$ cat config.mk
export PLATFORM = sky130hd
export DESIGN_NAME = formula_pipe_credit_buffer
export DESIGN_NICKNAME = d
export VERILOG_FILES = /design/src/rtl/formula_pipe_credit_buffer.sv
export SDC_FILE = /design/constraint.sdc
export NUM_CORES = 1
export LEC_CHECK = 0
export ABC_AREA = 1
export BUFFER_PORTS_ARGS = -buffer_cell sky130_fd_sc_hd__buf_2
export CAP_MARGIN = 20
export CORE_MARGIN = 8
export CORE_UTILIZATION = 40
export CTS_CLUSTER_SIZE = 25
export DETAILED_ROUTE_END_ITERATION = 8
export PLACE_DENSITY = 0.58
export SLEW_MARGIN = 20
export SYNTH_ARGS = -nofsm -noshare
export SYNTH_HDL_FRONTEND = slang
export SYNTH_SLANG_ARGS = --single-unit
$ cat constraint.sdc
create_clock -name clk -period 3.6 [get_ports clk]
set_clock_uncertainty 0.05 [all_clocks]
set_input_delay 0.54 -clock clk [delete_from_list [all_inputs] [get_ports clk]]
set_output_delay 0.54 -clock clk [all_outputs]
set_load 0.02 [all_outputs]
$ cat src/rtl/formula_pipe_credit_buffer.sv
// Credit-gated result buffer for a fixed-latency, valid-only compute pipe.
// Optional same-cycle bypass of an empty FIFO: define FORMULA_PIPE_CREDIT_BUFFER_BYPASS_EN.
module formula_pipe_credit_buffer #(
  parameter int unsigned WIDTH = 32,
  parameter int unsigned DEPTH = 16
) (
  input  logic             clk,
  input  logic             rst,
  input  logic             arg_vld,
  output logic             arg_rdy,
  output logic             pipe_arg_vld,
  input  logic             pipe_res_vld,
  input  logic [WIDTH-1:0] pipe_res,
  output logic             res_vld,
  output logic [WIDTH-1:0] res,
  input  logic             res_rdy,
  output logic             err
);

  localparam int unsigned   CW       = $clog2(DEPTH + 1);
  localparam int unsigned   PW       = (DEPTH > 1) ? $clog2(DEPTH) : 1;
  localparam logic [CW-1:0] DEPTH_C  = CW'(DEPTH);
  localparam logic [PW-1:0] PTR_LAST = PW'(DEPTH - 1);

  logic [WIDTH-1:0] mem_q [DEPTH];
  logic [CW-1:0]    cnt_q, cnt_d;
  logic [CW-1:0]    occ_q, occ_d;
  logic [PW-1:0]    wr_ptr_q, wr_ptr_d;
  logic [PW-1:0]    rd_ptr_q, rd_ptr_d;
  logic             err_q, err_d;
  logic             empty, full, pop, fifo_pop, fifo_wr, bypass;

  always_comb begin
    empty        = (occ_q == '0);
    full         = (occ_q == DEPTH_C);
    arg_rdy      = (cnt_q < DEPTH_C);
    pipe_arg_vld = arg_vld & arg_rdy;
`ifdef FORMULA_PIPE_CREDIT_BUFFER_BYPASS_EN
    res_vld      = !empty | (pipe_res_vld & empty);
    res          = empty ? pipe_res : mem_q[rd_ptr_q];
    bypass       = empty & pipe_res_vld & res_rdy;
`else
    res_vld      = !empty;
    res          = mem_q[rd_ptr_q];
    bypass       = 1'b0;
`endif
    pop          = res_vld & res_rdy;
    // A bypassed result is popped straight off the pipe, never from storage.
    fifo_pop     = pop & !empty;
    fifo_wr      = pipe_res_vld & !bypass & (!full | fifo_pop);
    // A full FIFO always has occ >= cnt, so the overflow drop is also flagged here.
    err_d        = err_q | (pipe_res_vld & (occ_q >= cnt_q))
                         | (pipe_res_vld & full & !fifo_pop);
    err          = err_q;

    cnt_d = cnt_q;
    unique case ({pipe_arg_vld, pop})
      2'b10:   cnt_d = cnt_q + CW'(1);
      2'b01:   cnt_d = (cnt_q != '0) ? cnt_q - CW'(1) : cnt_q;
      default: cnt_d = cnt_q;
    endcase

    occ_d = occ_q;
    unique case ({fifo_wr, fifo_pop})
      2'b10:   occ_d = occ_q + CW'(1);
      2'b01:   occ_d = occ_q - CW'(1);
      default: occ_d = occ_q;
    endcase

    wr_ptr_d = wr_ptr_q;
    if (fifo_wr) wr_ptr_d = (wr_ptr_q == PTR_LAST) ? '0 : wr_ptr_q + PW'(1);
    rd_ptr_d = rd_ptr_q;
    if (fifo_pop) rd_ptr_d = (rd_ptr_q == PTR_LAST) ? '0 : rd_ptr_q + PW'(1);
  end

  always_ff @(posedge clk or negedge rst) begin
    if (!rst) begin
      cnt_q    <= '0;
      occ_q    <= '0;
      wr_ptr_q <= '0;
      rd_ptr_q <= '0;
      err_q    <= 1'b0;
    end else begin
      cnt_q    <= cnt_d;
      occ_q    <= occ_d;
      wr_ptr_q <= wr_ptr_d;
      rd_ptr_q <= rd_ptr_d;
      err_q    <= err_d;
    end
  end

  // Storage is deliberately left unreset; res is only meaningful with res_vld.
  always_ff @(posedge clk) begin
    if (fifo_wr) mem_q[wr_ptr_q] <= pipe_res;
  end

endmodule

==> Yosys cells after proc, flatten, opt, wreduce, memory -nomap -nowiden <==
Memory sizes are Yosys's and may differ from the RTL's.
Index checks and enable logic that the tools add are counted.
{ "totals": {"romBits": 0, "ramBits": 512, "ff_bits": 19, "output_inout_bits": 36, "word_cells": 47, "latch_bits": 0, "memories": 1} }
{ "mem_list": {"columns": ["name", "depth", "width", "rd", "rd_ports_with_merged_regs", "write_ports", "line_no", "source"], "rows": [
  ["mem_q", 16, 32, 1, 0, 1, "25", "logic [WIDTH-1:0] mem_q [DEPTH];"]
]} }
{ "op_classes": {"n_mul": 0, "eq_ne": 8, "n_addsub": 6, "n_div": 0, "reduce_logical": 8, "mux": 7, "n_bitwise": 10, "shifts": 0, "magnitude_cmp": 2} }
{ "ops": {"columns": ["cell", "n"], "rows": [
  ["$pmux W5 S2", 2],
  ["$add A5 B1 Y5 const B", 2],
  ["$sub A5 B1 Y5 const B", 2],
  ["$add A4 B1 Y4 const B", 2],
  ["$eq A4 B4 Y1 const B", 2],
  ["$mux W4", 2],
  ["$and A1 B1 Y1", 7],
  ["$eq A5 B5 Y1 const B", 1],
  ["$ge A5 B5 Y1", 1],
  ["$logic_not A5 Y1", 1],
  ["$lt A5 B5 Y1 const B", 1],
  ["$mux W5", 1],
  ["$reduce_bool A5 Y1", 1],
  ["$eq A2 B1 Y1 const B", 2],
  ["$eq A2 B2 Y1 const B", 2],
  ["$reduce_bool A2 Y1", 2],
  ["$logic_not A1 Y1", 3],
  ["$or A1 B1 Y1", 3],
  ["$mux W1", 2],
  ["$ne A2 B2 Y1 const B", 1],
  ["$reduce_and A2 Y1", 1]
]} }

==> Logic depth before layout (Yosys ltp) <==
Gate-level depths: netlist of the first run.
{ "logic_depth": {"ltp_word": 8, "depth_mapped": 15, "ltp_nobuf": 14} }

==> Worst setup path after synthesis of the first run <==
No wires, ideal clock.
{ "synth_timing": {"path_kind": "in2reg", "from": "input res_rdy", "to": "memory mem_q[11][0] (enable)", "setup_time_ns": 0.421, "path_stages": 7, "required_time_ns": 3.129, "arrival_ns": 2.543, "path_slack_ns": 0.586, "path_cell_list": "buf_2 > inv_1 > nand3_1 > nand2_1 > inv_2 > nand2_1 > nor2_1"} }
{ "synth_between": {"elab_chain_cells": 6} }
{ "synth_rtl": {"columns": ["item", "line_no", "source"], "rows": [
  ["start: declaration", "16", "input logic res_rdy,"],
  ["$and A1 B1 Y1", "47", "pop = res_vld & res_rdy;"],
  ["$and A1 B1 Y1", "49", "fifo_pop = pop & !empty;"],
  ["$or A1 B1 Y1", "50", "fifo_wr = pipe_res_vld & !bypass & (!full | fifo_pop);"],
  ["$and A1 B1 Y1", "50", null],
  ["$mux W1", "94", "if (fifo_wr) mem_q[wr_ptr_q] <= pipe_res;"],
  ["$mux W1 (implied by the code)", "94", null],
  ["end: declaration", "25", null]
]} }
Every way passes these cells.

==> Final worst setup path of the first run <==
{ "layout_timing": {"from": "register rd_ptr_q[0]", "to": "output res[21]"} }
{ "layout_between": {"elab_chain_cells": 1} }
{ "layout_rtl": {"columns": ["item", "line_no", "source"], "rows": [
  ["start: declaration", "29", "logic [PW-1:0] rd_ptr_q, rd_ptr_d;"],
  ["start signal: assignment", "87", "rd_ptr_q <= rd_ptr_d;"],
  ["$mem_v2 Z16 W32", null, null],
  ["end: declaration", "15", "output logic [WIDTH-1:0] res,"]
]} }
Every way passes these cells.

==> implementation parameters, run 1 <==
Parameter                              Value

Yosys
  Ranking of synthesized cells by area    edfxtp_1 72%, nor2_1 5.5%, o21ai_0 3.3%, o32ai_1 3.2%, mux2i_1 2.3%
  Mapped cell area    0.0213 mm2
  Yosys warning total    0
  Number of distinct library cell variants in the gate-level netlist after synthesis    35
  Share of the synthesized area in the top cell type    0.721
  Avg Synthesized Cell Area    13.8 um2
  Largest area contributor in the synthesized netlist    edfxtp_1
  Post-synthesis sequential element count    531
  Instance count of the mapped netlist    1546
  Register area share after synthesis    0.743
  Synthesized net count    1596

Die
  Ports placed on the boundary    73
  Site Rows    84
  Total Die Area    0.0610 mm2
  Total core area    0.0527 mm2
  Die boundary height    247 um
  Horizontal extent of the die    247 um
  Initial standard-cell utilization of the core    0.405

Detailed routing
  WL per Instance    22.7 um
  Routed wire length    53.1 mm
  Initial drt markers    1057
  Overall via count from detail_route    13000
  Post-DRT Antenna Nets    0
  Ratio of routed vias to standard cells    5.53
  First drt pass iteration count    5
  Remaining routing DRC violations    0

Pwr
  Switching fraction of total power    0.371
  Combinational share of power    0.350
  Total net switching power    7430 uW
  Power density relative to cell area    823 mW/mm2
  Part of the power in registers    0.390
  Internal power    12600 uW
  Peak ir drop on the vdd network    0.634 mV
  Leakage power    0.00814 uW
  Clk network pwr share    0.260

Timing
  Final count of pins violating max slew    0
  Highest clock rate    297 MHz
  Max transition margin    0.407
  Share of the clock period used by the worst path after layout    0.936
  Tmin final    3370 ps
  Unrepaired setup endpoints after global routing    false
  Summed negative setup slack over all endpoints    0 ps
  Final hold violation count    0
  Final setup violation count    0
  WHS    198 ps
  Worst-margin pin slew    885 ps

Worst setup path
  Critical Path End Type    primary output
  Most prevalent standard cell on the critical path    nand3_1
  Max Fanout on Critical Path    60
  Worst Path Required    3010 ps
  Worst setup path category    reg -> out
  Crit-path slowest cell    buf_4
  Data arrival time of the critical path    2780 ps
  Series of cell instances along the critical path    buf_4 > o21ai_0 > o221ai_1 > nand3_1 > nand3_1 > buf_2
  Buf/Inv on CP    2
  Peak per-stage delay on the critical path    630 ps
  Family with the most delay on the worst path    buffers and inverters
  Startpoint type of the worst setup path    flop

Run status
  Run status    complete, no violations

Clock tree
  CTS tree    built
  Count of instances resized after the clock tree is built    0
  Clock sink total    531
  H-Tree Depth    2
  Clock slew at the register clock pins of the worst setup and hold paths    60 ps
  Cell chosen for the clock root    clkbuf_16
  Clock latency on the worst-skew pair    590 ps
  Hold Buf Count CTS    1
  Number of buffers on the longest clock path    3
  Total clock buffers created by CTS    52
  Buffers inserted during post-CTS setup optimization    0

Global routing
  First-pass GRT wire length    80.2 mm
  Total grt overflow    0
  Initial antenna violation count    4
  Vias in the first global route    12700
  Total routing resource utilization after global routing    0.173
  Pin count of the biggest net entering global routing    116

Cells and area
  Footprint of the flip-flops and latches    0.0159 mm2
  Number of fill cells    4600
  Antenna fix cells    0
  Fraction of final layout cells sized beyond drive strength 1    0.129
  Area growth, synth to finish    14.1%
  Area of the multi-input gates    0.00495 mm2
  Final Net Count    1665

Place
  RePlAce Congestion    0.781
  Number of buffers added on ports    72
  DP HPWL    27.6 mm

Run
  # Max-Cap Violations    0

Min path
  Classification of the worst-slack hold path    in -> reg
## per-stage QoR
step	cells	area, um2	setup WS (ps)	util	power, uW
4_1_cts	2343	24300	147	0.462	20200
3_3_place_gp	2248	22700	874	0.431	14900
3_5_place_dp	2248	22700	807	0.431	15000
2_1_floorplan	1546	21300	586	-	12400
6_report	2343	24300	230	0.462	20000
5_1_grt	2343	24300	76.4	0.462	21100
## cells by family after synthesis
logic type / Yosys count / synth area share
compound gates: 293 / 0.0939
xor+xnor: 8 / 0.00329
fa+ha+maj: 13 / 0.00763
buf+inv: 135 / 0.0306
flops: 531 / 0.743
mux: 49 / 0.0230
simple gates: 517 / 0.0983
## cells in the final DEF, fill, tap and decap left out, drive strengths merged, types with 3 or more instances in the layout
master | netlist | final
dfrtp | 19 | 19
nand4 | 9 | 9
nor2 | 313 | 313
mux2i | 49 | 49
clkbuf | 53 | 65
a21oi | 3 | 3
o221ai | 49 | 49
nand2 | 119 | 119
buf | 45 | 112
clkinvlp | 0 | 3
o211ai | 16 | 16
nand3 | 73 | 73
clkinv | 2 | 25
inv | 35 | 35
xor2 | 7 | 7
o32ai | 79 | 79
ha | 13 | 13
o21ai | 143 | 143
edfxtp | 512 | 512
bufinv | 0 | 3
## Yosys cell counts, drive strengths merged
cell type  number
edfxtp        512
nor2          313
o21ai         143
nand2         119
o32ai          79
nand3          73
clkbuf         53
mux2i          49
o221ai         49
buf            45
inv            35
dfrtp          19
o211ai         16
ha             13
nand4           9
xor2            7
a21oi           3
clkinv          2
a31oi           1
nand3b          1
nor4            1
o21a            1
o311ai          1
or2             1
xnor2           1
## state kept, by name, summed over array words and instances (netlist names)
| signal | count |
|---|---|
| rd_ptr_q | 4 |
| occ_q | 5 |
| cnt_q | 5 |
| mem_q | 512 |
| err | 1 |
| wr_ptr_q | 4 |
## cell type report
| class | count | area share |
|---|---|---|
| sequential | 531 | 0.652 |
| multi-input combinational | 880 | 0.203 |
| clock buffer | 65 | 0.0573 |
| timing repair buffer | 113 | 0.0368 |
| tap | 688 | 0.0354 |
| clock inverter | 29 | 0.00921 |
| inverter | 37 | 0.00592 |
## path summary, 6_finish.rpt
path                              start            to  slack [ps]  depth (start not counted)
setup / recovery            rd_ptr_q[0]       res[21]         230                          6
hold / removal             pipe_res_vld           err         200                          3
setup reg to reg               occ_q[2]  mem_q[1][26]        1180                          7
hold reg to reg                     err           err         430                          2
max in group asynchronous           rst   rd_ptr_q[1]        2740                          2
min in group asynchronous           rst   wr_ptr_q[1]         380                          2
## routing by layer
layer,global-route usage,vias up,share of wire
met1,0.238,6560,0.44
li1,-,5960,-
met4,0.0509,4,0.023
met3,0.0317,84,0.056
met2,0.278,352,0.48
met5,0,-,0.00051
## worst min-delay path, cell delays in order
cell and delay (ps):
buf_2 120, a21oi_1 70, o21ai_0 60
## power by group through the flow
| stage | combinational, uW | clock [uW] | sequential (uW) |
|---|---|---|---|
| 6_report | 7000 | 5200 | 7810 |
| 5_1_grt | 7650 | 5550 | 7870 |
| 4_1_cts | 7090 | 5310 | 7810 |
| 3_5_place_dp | 7060 | 0 | 7930 |
| 3_3_place_gp | 6990 | 0 | 7920 |
| 2_1_floorplan | 4700 | 0 | 7730 |
Power figures use the tool's default switching activity.
==> inputs of run 2 (changes only) <==
CELL_PAD_IN_SITES_DETAIL_PLACEMENT = 0   (was default)
CELL_PAD_IN_SITES_GLOBAL_PLACEMENT = 1   (was default)
PLACE_DENSITY = 0.67   (was 0.58)
==> implementation parameters, run 2 (same netlist as run 1, synthesis figures left out) <==
Parameter                              Value

Cells and area
  Fraction of final layout cells sized beyond drive strength 1    0.135
  Area growth, synth to finish    14.7%
  End-of-flow core utilization    0.464
  Most frequent cells in the layout    512 x edfxtp_1, 295 x nor2_1, 140 x o21ai_0, 118 x nand2_1, 79 x o32ai_1
  Most common library cell in the layout ignoring fill and taps    edfxtp_1
  Register with the most flip-flops    mem_q
  Final Net Count    1673
  Final cell count without fillers    2357
  Leading registers by flop count    mem_q (512), cnt_q (5), occ_q (5)
  Max FFs per register    512

Clock tree
  Clock sink total    531
  Total clock buffers created by CTS    56
  CTS tree    built
  Clock slew at the register clock pins of the worst setup and hold paths    60 ps
  H-Tree Depth    2
  Clock latency on the worst-skew pair    590 ps
  Buffers inserted during post-CTS setup optimization    0
  Cell chosen for the clock root    clkbuf_16
  Number of buffers on the longest clock path    3

Timing
  Share of the clock period used by the worst path after layout    0.940
  Worst-margin pin slew    706 ps
  Tmin final    3380 ps
  Max transition margin    0.530
  Final count of pins violating max slew    0
  Highest clock rate    296 MHz
  PnR worst setup slack    217 ps
  Final setup violation count    0
  Final hold violation count    0
  Summed negative setup slack over all endpoints    0 ps
  Unrepaired setup endpoints after global routing    false

Worst setup path
  Series of cell instances along the critical path    buf_6 > nor2_1 > o32ai_1 > nand2_1 > nand3_1 > buf_2
  Cell depth of the worst flop-to-flop path    7
  Startpoint type of the worst setup path    flop
  Worst Path Required    3010 ps
  Data arrival time of the critical path    2790 ps
  Worst setup path category    reg -> out
  Reg-to-reg setup timing slack    1110 ps
  Family with the most delay on the worst path    flip-flops
  Max Fanout on Critical Path    54
  RR Startpoint    occ_q[2]
  Peak per-stage delay on the critical path    740 ps
  Buf/Inv on CP    2
  Worst R2R End    mem_q[6][23]
  Crit-path slowest cell    dfrtp_4
  Critical Path End Type    primary output

Die
  Total Die Area    0.0610 mm2
  Horizontal extent of the die    247 um
  Total core area    0.0527 mm2
  Ports placed on the boundary    73
  Die boundary height    247 um
  Initial standard-cell utilization of the core    0.405
  Site Rows    84

Pwr
  Peak ir drop on the vdd network    0.545 mV
  Power density relative to cell area    819 mW/mm2
  Leakage power    0.00821 uW
  Overall Power    20000 uW

Min path
  Classification of the worst-slack hold path    in -> reg
  Worst Hold Depth    3
  Endpoint, Worst Hold    err
  Launch point of the worst hold path    pipe_res_vld

Place
  RePlAce Congestion    0.751
  DP HPWL    28.0 mm
  Cell count after placement    2252
  Number of buffers added on ports    72
  Worst slack at placement    667 ps

Global routing
  Global Route met1 Usage    0.226
  Met3 layer usage reported by global route    0.0262
  Total routing resource utilization after global routing    0.166
  Initial antenna violation count    3
  First-pass GRT wire length    77.6 mm
  Vias in the first global route    12600
  Layer with the highest usage    met2
  Total grt overflow    0
  Pin count of the biggest net entering global routing    63
  Grt met2 use    0.275

Detailed routing
  Initial drt markers    1023
  First drt pass iteration count    5
  Remaining routing DRC violations    0
  Ratio of routed vias to standard cells    5.44
  Post-DRT Antenna Nets    0
  WL per Instance    21.6 um
  Routed wire length    50.9 mm
  Overall via count from detail_route    12800

Run
  # Max-Cap Violations    0

Run status
  Run status    complete, no violations
run 2: cell types whose count changed in the layout (fill, tap and decap cells not counted), sizes merged:
cell / change
clkinv: +2
buf: +4
diode: +1
inv: +1
clkbuf: +6
run 2: report_power, final:
part / internal [uW] / switching, uW / total, uW
Combinational: 2150 / 4580 / 6730
Clock: 3150 / 2320 / 5470
Sequential: 7440 / 398 / 7830
Total: 12700 / 7300 / 20000
run 2: per-stage QoR:
step | instance area, um2 | hold slack, ps
after floorplan | 21300 | 194
after global placement | 22700 | 412
after detailed placement | 22700 | 438
after CTS | 24400 | 202
after global routing | 24500 | 237
final | 24500 | 214
run 2: layout make-up:
class,count,area [um2]
diodes,1,2.50
clock buffers,71,1500
clock inverters,32,245
fillers,4647,28200
inverters,37,146
multi-input cells,880,4950
flip-flops and latches,531,15900
well taps,688,861
repair buffers,117,891
run 2: worst max path at each step:
stage	from	endpoint	slack (ps)	cells after the start
6_report	rd_ptr_q[0]	res[24]	220	6
5_1_grt	rd_ptr_q[1]	res[31]	30	6
4_1_cts	rd_ptr_q[0]	res[24]	40	6
3_5_place_dp	rd_ptr_q[0]	res[24]	670	6
3_3_place_gp	rd_ptr_q[0]	res[10]	660	6
2_1_floorplan	res_rdy	mem_q[11][0]	590	7
run 2: timing repair:
item	4_1_cts	5_1_grt
setup endpoints to repair	0	17
gates resized for setup	0	5
hold endpoints to repair	19	0
hold buffers	1	0
run 2: per-layer routing:
metal	part of all wire	up-vias	wire [um]
met1	0.45	6474	23000
li1	-	5987	-
met4	0.022	4	1140
met2	0.48	276	24500
met5	0.00043	-	22
met3	0.043	80	2200
run 2: worst reg2reg max path, stage by stage (launching register included):
cell	delay, ps
dfrtp_1	510
nor4_1	120
nand3_1	100
nand2_1	130
inv_2	150
nand2_1	260
nor2_4	470
buf_4	380
==> inputs of run 3 (changes only) <==
CORE_UTILIZATION = 52   (was 40)
PLACE_DENSITY = 0.83   (was 0.67)
clock period = 3.65 ns   (was 3.6 ns; I/O delays follow)
==> implementation parameters, run 3 (same netlist as run 1, synthesis figures left out) <==
Parameter                              Value

Pwr
  Power density relative to cell area    800 mW/mm2
  Overall Power    19200 uW
  Peak ir drop on the vdd network    0.584 mV
  Switching fraction of total power    0.369
  Total net switching power    7090 uW
  Internal power    12100 uW
  Combinational share of power    0.347
  Part of the power in registers    0.400
  Leakage power    0.00811 uW
  Clk network pwr share    0.253

Global routing
  Pin count of the biggest net entering global routing    125
  Met3 layer usage reported by global route    0.0405
  Total routing resource utilization after global routing    0.206
  Vias in the first global route    12900
  Grt met2 use    0.337
  Initial antenna violation count    2
  First-pass GRT wire length    76.1 mm
  Layer with the highest usage    met2
  Global Route met1 Usage    0.282
  Total grt overflow    0

Clock tree
  Count of instances resized after the clock tree is built    0
  CTS tree    built
  Clock slew at the register clock pins of the worst setup and hold paths    60 ps
  Clock latency on the worst-skew pair    590 ps
  Clock sink total    531
  Total clock buffers created by CTS    51
  Number of buffers on the longest clock path    3
  Cell chosen for the clock root    clkbuf_16
  H-Tree Depth    2

Detailed routing
  Initial drt markers    1262
  Overall via count from detail_route    13000
  First drt pass iteration count    7
  WL per Instance    22.5 um
  Routed wire length    49.2 mm
  Remaining routing DRC violations    0
  Ratio of routed vias to standard cells    5.93
  Post-DRT Antenna Nets    0

Cells and area
  Leading registers by flop count    mem_q (512), cnt_q (5), occ_q (5)
  Final Net Count    1668
  Most frequent cells in the layout    512 x edfxtp_1, 295 x nor2_1, 140 x o21ai_0, 118 x nand2_1, 79 x o32ai_1
  Max FFs per register    512
  Area growth, synth to finish    12.7%
  Most common library cell in the layout ignoring fill and taps    edfxtp_1
  Register with the most flip-flops    mem_q
  Fraction of final layout cells sized beyond drive strength 1    0.129
  Antenna fix cells    0

Min path
  Classification of the worst-slack hold path    in -> reg

Place
  RePlAce Congestion    0.804
  Worst slack at placement    892 ps
  Number of buffers added on ports    72
  DP HPWL    27.2 mm

Timing
  Final setup violation count    0
  WHS    232 ps
  Final count of pins violating max slew    0
  PnR worst setup slack    278 ps
  Highest clock rate    297 MHz
  Final hold violation count    0
  Max transition margin    0.545
  Share of the clock period used by the worst path after layout    0.924
  Summed negative setup slack over all endpoints    0 ps
  Tmin final    3370 ps
  Worst-margin pin slew    682 ps
  Unrepaired setup endpoints after global routing    false

Worst setup path
  Buf/Inv on CP    2
  Peak per-stage delay on the critical path    870 ps
  Series of cell instances along the critical path    buf_4 > o21ai_0 > o221ai_1 > o211ai_1 > nand3_1 > buf_2
  Worst Path Required    3050 ps
  Data arrival time of the critical path    2770 ps
  Family with the most delay on the worst path    flip-flops
  Worst setup path category    reg -> out
  Critical Path End Type    primary output
  Crit-path slowest cell    dfrtp_4
  Max Fanout on Critical Path    66
  Startpoint type of the worst setup path    flop

Die
  Site Rows    74
  Initial standard-cell utilization of the core    0.525
  Horizontal extent of the die    219 um
  Total Die Area    0.0477 mm2
  Total core area    0.0406 mm2
  Die boundary height    219 um
  Ports placed on the boundary    73

Run status
  Run status    complete, no violations

Run
  # Max-Cap Violations    0
run 3: cell count changes in the layout (fill, tap and decap cells not counted):
cell	change
inv_1	+1
inv_6	+2
clkbuf_1	-1
clkinv_4	-1
clkbuf_16	-6
diode_2	-1
buf_4	+3
inv_2	-2
clkinv_1	+2
bufinv_16	-2
clkinvlp_4	-2
buf_12	+1
buf_6	-4
inv_8	-1
run 3: per-layer routing:
metal | vias to the layer above | share of wire
met5 | - | 0.00047
met4 | 4 | 0.019
met3 | 70 | 0.075
met2 | 464 | 0.49
met1 | 6490 | 0.42
li1 | 5959 | -
run 3: worst paths after layout:
check                             start             to  slack [ps]  depth (start not counted)
min reg2reg                         err            err         450                          2
max in group asynchronous           rst    rd_ptr_q[0]        2790                          2
min                        pipe_res_vld            err         230                          3
max                         rd_ptr_q[1]        res[11]         280                          6
min in group asynchronous           rst       cnt_q[2]         390                          2
max reg2reg                    occ_q[2]  mem_q[12][15]        1100                          7
run 3: power groups by stage:
stage / sequential, uW / combinational, uW / clock (uW)
6_report: 7700 / 6670 / 4860
5_1_grt: 7760 / 7280 / 5190
3_3_place_gp: 7790 / 6530 / 0
4_1_cts: 7690 / 6710 / 4960
3_5_place_dp: 7820 / 6670 / 0
2_1_floorplan: 7620 / 4640 / 0
run 3: through the flow:
step	instance area, um2	utilization	cells
after floorplan	21300	-	1546
after global placement	22500	0.553	2096
after detailed placement	22500	0.553	2096
after CTS	24000	0.591	2190
after global routing	24000	0.591	2190
final	24000	0.591	2190
run 3: timing repair:
item,CTS,global route
hold buffers,1,0
setup buffers,0,0
hold endpoints to repair,19,0
run 3: final cells by class:
class	instances	area (um2)
clock buffer	64	1350
clock inverter	29	174
fill	3058	16600
inverter	37	144
multi-input combinational	880	4950
sequential	531	15900
tap	532	666
timing repair buffer	117	888
run 3: tightest hold or removal path, stage by stage:
cell,delay [ps]
buf_2,130
a21oi_1,70
o21ai_0,70
